`src/rtl/cc_cond_unit.sv`:
```
// Condition-code register and jXX/cmovXX condition evaluator.
// Captures ZF/SF/OF from the ALU on OPq and drives cnd.
module cc_cond_unit #(
  parameter int WIDTH  = 64,
  parameter int BYPASS = 0
) (
  input  logic             clk,
  input  logic             rst,
  input  logic [WIDTH-1:0] alu_out,
  input  logic             alu_of,
  input  logic             set_cc,
  input  logic             stall,
  input  logic [3:0]       ifun,
  input  logic             cond_en,
  output logic [2:0]       cc_out,
  output logic             cnd,
  output logic             cond_err
);

  localparam logic [0:0] S_RESET_CC = 1'b0;
  localparam logic [0:0] S_LIVE     = 1'b1;

  logic [2:0] cc_q, cc_d;
  logic [2:0] nxt_flags;
  logic [2:0] sel_flags;
  logic [0:0] state_q, state_d;
  logic       err_q, err_d;
  logic       upd;
  logic       illegal;
  logic       zf, sf, of;

  assign nxt_flags = {~|alu_out, alu_out[WIDTH-1], alu_of};
  assign upd       = set_cc & ~stall;
  assign illegal   = cond_en & (ifun > 4'd6);

  // Next-state: flags load on an accepted update, first one goes LIVE
  always_comb begin
    cc_d    = cc_q;
    state_d = state_q;
    if (upd) begin
      cc_d    = nxt_flags;
      state_d = S_LIVE;
    end
  end

  assign err_d = err_q | illegal;

  // Flag, state and sticky error registers
  always_ff @(posedge clk or posedge rst) begin
    if (rst) begin
      cc_q    <= 3'b100;
      state_q <= S_RESET_CC;
      err_q   <= 1'b0;
    end else begin
      cc_q    <= cc_d;
      state_q <= state_d;
      err_q   <= err_d;
    end
  end

  assign sel_flags = ((BYPASS != 0) && upd) ? nxt_flags : cc_q;
  assign zf = sel_flags[2];
  assign sf = sel_flags[1];
  assign of = sel_flags[0];

  // Condition decode against the selected flags
  always_comb begin
    cnd = 1'b0;
    if (cond_en) begin
      case (ifun)
        4'd0:    cnd = 1'b1;
        4'd1:    cnd = (sf ^ of) | zf;
        4'd2:    cnd = sf ^ of;
        4'd3:    cnd = zf;
        4'd4:    cnd = ~zf;
        4'd5:    cnd = ~(sf ^ of);
        4'd6:    cnd = ~(sf ^ of) & ~zf;
        default: cnd = 1'b0;
      endcase
    end
  end

  assign cc_out   = cc_q;
  assign cond_err = err_q;

endmodule

```
`config.mk`:
```
export PLATFORM = sky130hd
export DESIGN_NAME = cc_cond_unit
export DESIGN_NICKNAME = d
export VERILOG_FILES = /design/src/rtl/cc_cond_unit.sv
export SDC_FILE = /design/constraint.sdc
export NUM_CORES = 1
export LEC_CHECK = 0
export ABC_AREA = 1
export CAP_MARGIN = 20
export CORE_UTILIZATION = 23
export CTS_CLUSTER_SIZE = 14
export DETAILED_ROUTE_END_ITERATION = 7
export PLACE_DENSITY = 0.86
export RECOVER_POWER = 25
export SYNTH_ARGS = -nofsm -noshare
export SYNTH_HDL_FRONTEND = slang
export SYNTH_SLANG_ARGS = --single-unit
```
`constraint.sdc`:
```
create_clock -name clk -period 2.2 [get_ports clk]
set_input_delay 0.22 -clock clk [delete_from_list [all_inputs] [get_ports clk]]
set_output_delay 0.22 -clock clk [all_outputs]
set_load 0.02 [all_outputs]
```
==> results_dict.tcl, run 1 <==
set metrics [dict create \
    crit_chain "clkdlybuf4s50_1 > nand2_1 > o21ai_0 > o21a_1 > nor2_2 > clkdlybuf4s50_1" \
    period_needed_ns 1.998 \
    pin_count 79 \
    netlist_area_sq_um 471.7 \
    max_stage_delay_ns 0.59 \
    grt_max_degree 6 \
    crit_path_max_fanout 4 \
    post-place-ws_ns 0.2003 \
    power_leakage_nw 0.5112 \
    die_h_um 47.29 \
    whs_ns 0.3009 \
    cts_setup_buffers 0 \
    synth_fa_ha_area_share_pct 0 \
    power_density_mw_per_mm2 287.1 \
    holdBufCountCts 0 \
    core_area_sq_mm 0.001942 \
    track_usage_pct 15.93 \
    yosys.area_share.xor_xnor_pct 1.857 \
    peakVddDrop_uv 168.2 \
    met1Wirelength_um 609 \
    status "finished, final reports clean" \
    place_inst 196 \
    skew_ns 0 \
    rsz0062_at_grt "no" \
    grt_antenna_before_repair 0 \
    layout_setup_ws_ns 0.2021 \
    ant_nets 0 \
    timing.rr.start "cc_out[0]$_DFFE_PP0P_" \
    seq_area_frac_synth_pct 21.49 \
    synth_top_family_by_area "simple AND/OR/NAND/NOR gates" \
    grt_pass1_wl_um 2553 \
    die_w_um 47.29 \
    ctsResizeCount 0 \
    finalHoldViolCount 0 \
    worst_slew_pin_slew_ns 0.2241 \
    critPathLaunchType "primary input" \
    worstSkewPairLatency_ns 0.24 \
    fmax_mhz 500.5 \
    cts-root-buf "clkbuf_4" \
    fillCellCount 174 \
    critPathKind "in2out" \
    route.detailed.drc 0 \
    vias 841 \
    clk_path_buf_depth 2 \
    relSlewSlack_pct 85.01 \
    utilization_pct 67.59 \
    clkTransAtPathRegs_ns 0.04 \
    hold_path.class "in2async" \
    die_area_sq_mm 0.002236 \
    arrival_ns 1.78 \
    reg2reg_to "cc_out[0]$_DFFE_PP0P_" \
    path_common_cell "clkdlybuf4s50_1" \
    synth-simple-area-share_pct 59.95 \
    slew_viol_final 0 \
    initial_core_util_pct 24.29 \
    final-instance-count-excl-fill 200 \
    wl_met2_um 1056 \
    ys_ff_latch 4 \
    cts_buffers 3 \
    wl_met3_um 154 \
    diodes 0 \
    via_per_inst 4.205 \
    cts_sinks 4 \
    synthCells 91 \
    rrSetupSlack_ns 1.43 \
    wl_per_cell_um 9.200 \
    overflow 0 \
    highest_layer "met4" \
    max_cap_violations 0 \
    worstPathRequired_ns 1.98 \
    synth_nets 165 \
    gp_congestion 0.6229 \
    muxShareOfSynthArea_pct 2.387 \
    place_hpwl_um 1726 \
    numPortBuffers 78 \
    nNetsFinal 248 \
    ctsHtreeMaxLevel 1 \
    cts_tree "yes" \
    worstRegToRegCells 1 \
    num_rows 16 \
    finalSetupTns_ns 0 \
    synth.avg_cell_area_sq_um 5.184 \
    synth_compound_area_share_pct 9.549 \
    crit_slowest_cell "clkdlybuf4s50_1" \
    setup_violations 0 \
    area_delta_synth_final_pct 178.2 \
    drt_iter0_drc 8 \
    ys_warn_count 0 \
    dr.pass1.iters 2 \
    worstSetupEndpointType "output pin" \
    grt_pass1_vias 777 \
    timing.final.crit_share_pct 90.81 \
    drive_above_1_share_pct 3.468 \
    wirelength_um 1840 \
    ys_types 17 \
]
## through the flow
step | total power (W) | area [sq um]
3_5_place_dp | 0.0002810 | 1286
4_1_cts | 0.0003819 | 1313
5_1_grt | 0.0004059 | 1313
2_1_floorplan | 0.0001321 | 471.7
6_report | 0.0003769 | 1313
3_3_place_gp | 0.0002759 | 1286
## metal layers
metal,up-vias,global-route usage (%)
met5,-,0
met4,0,9.714
met3,2,1.154
met2,52,34.79
met1,342,12.90
li1,445,-
## worst max-delay path by stage
| stage | from | end | slack [ns] | cells past startpoint |
|---|---|---|---|---|
| 2_1_floorplan | cc_out[1]$_DFFE_PP0P_ | cnd | 0.90 | 4 |
| 3_3_place_gp | ifun[0] | cnd | 0.27 | 6 |
| 3_5_place_dp | ifun[0] | cnd | 0.20 | 6 |
| 4_1_cts | ifun[0] | cnd | 0.19 | 6 |
| 5_1_grt | ifun[0] | cnd | 0.12 | 7 |
| 6_report | ifun[0] | cnd | 0.20 | 6 |
## sequential cells by signal, summed over array words and instances (netlist names)
| signal | cells |
|---|---|
| cond_err | 1 |
| cc_out | 3 |
## cell usage in the layout (no fill, tap or decap)
master / Yosys / routed
a21boi_0: 1 / 1
a21o_1: 1 / 1
a21oi_1: 1 / 1
clkbuf_1: 0 / 1
clkbuf_4: 0 / 3
clkdlybuf4s50_1: 0 / 77
dfrtp_1: 3 / 3
dfstp_2: 1 / 1
dlygate4sd3_1: 0 / 1
inv_1: 6 / 6
mux2_2: 1 / 1
nand2_1: 24 / 24
nand3_1: 2 / 2
nand3b_1: 1 / 1
nor2_1: 43 / 43
nor2_2: 1 / 1
nor3b_1: 1 / 1
o21a_1: 1 / 1
o21ai_0: 2 / 2
o21bai_1: 1 / 1
xnor2_1: 1 / 1
## critical path: cells and delay by family
family	cells	cell delay, ns
buffers and inverters	2	1.05
AO/OA/AOI/OAI	2	0.31
AND/OR/NAND/NOR	2	0.19
## cell usage after synthesis
| cell type | instances | area [sq um] |
|---|---|---|
| nor2_1 | 43 | 161.4 |
| nand2_1 | 24 | 90.09 |
| inv_1 | 6 | 22.52 |
| dfrtp_1 | 3 | 75.07 |
| nand3_1 | 2 | 10.01 |
| o21ai_0 | 2 | 10.01 |
| a21boi_0 | 1 | 7.510 |
| a21o_1 | 1 | 7.510 |
| a21oi_1 | 1 | 5.000 |
| dfstp_2 | 1 | 26.28 |
| mux2_2 | 1 | 11.26 |
| nand3b_1 | 1 | 7.510 |
| nor2_2 | 1 | 6.260 |
| nor3b_1 | 1 | 7.510 |
| o21a_1 | 1 | 7.510 |
| o21bai_1 | 1 | 7.510 |
| xnor2_1 | 1 | 8.760 |
## final cells by class
type / instances / area [sq um] / area share [%]
clock buffers: 4 / 26.28 / 2.002
inverters: 6 / 22.52 / 1.716
multi-input cells: 81 / 347.8 / 26.50
flip-flops and latches: 4 / 101.3 / 7.722
well taps: 27 / 33.78 / 2.574
repair buffers: 78 / 780.7 / 59.49
## cell families after synthesis
kind of cell | count (synthesis)
xor gates and xnor gates | 1
muxes | 1
AOI/OAI and AO/OA | 7
and+or+nand+nor | 72
buffers and inverters | 6
DFF | 4
## report_power, final
group	switching, W	leakage [nW]	internal, W
Clock	0.0000302	0.0150	0.0000681
Sequential	0.00000450	0.0417	0.0000791
Combinational	0.0000518	0.455	0.000143
Note: power is estimated with default switching activity, not from simulation.
==> run 2, diff against run 1 <==
--- a/config.mk
+++ b/config.mk
@@ -6,6 +6,7 @@
 export NUM_CORES = 1
 export LEC_CHECK = 0
 export ABC_AREA = 1
+export ABC_CLOCK_PERIOD_IN_PS = 2200
 export CAP_MARGIN = 20
 export CORE_UTILIZATION = 23
 export CTS_CLUSTER_SIZE = 14
==> results of run 2 <==
No change in the layout: final DEF, timing and power equal those of run 1.
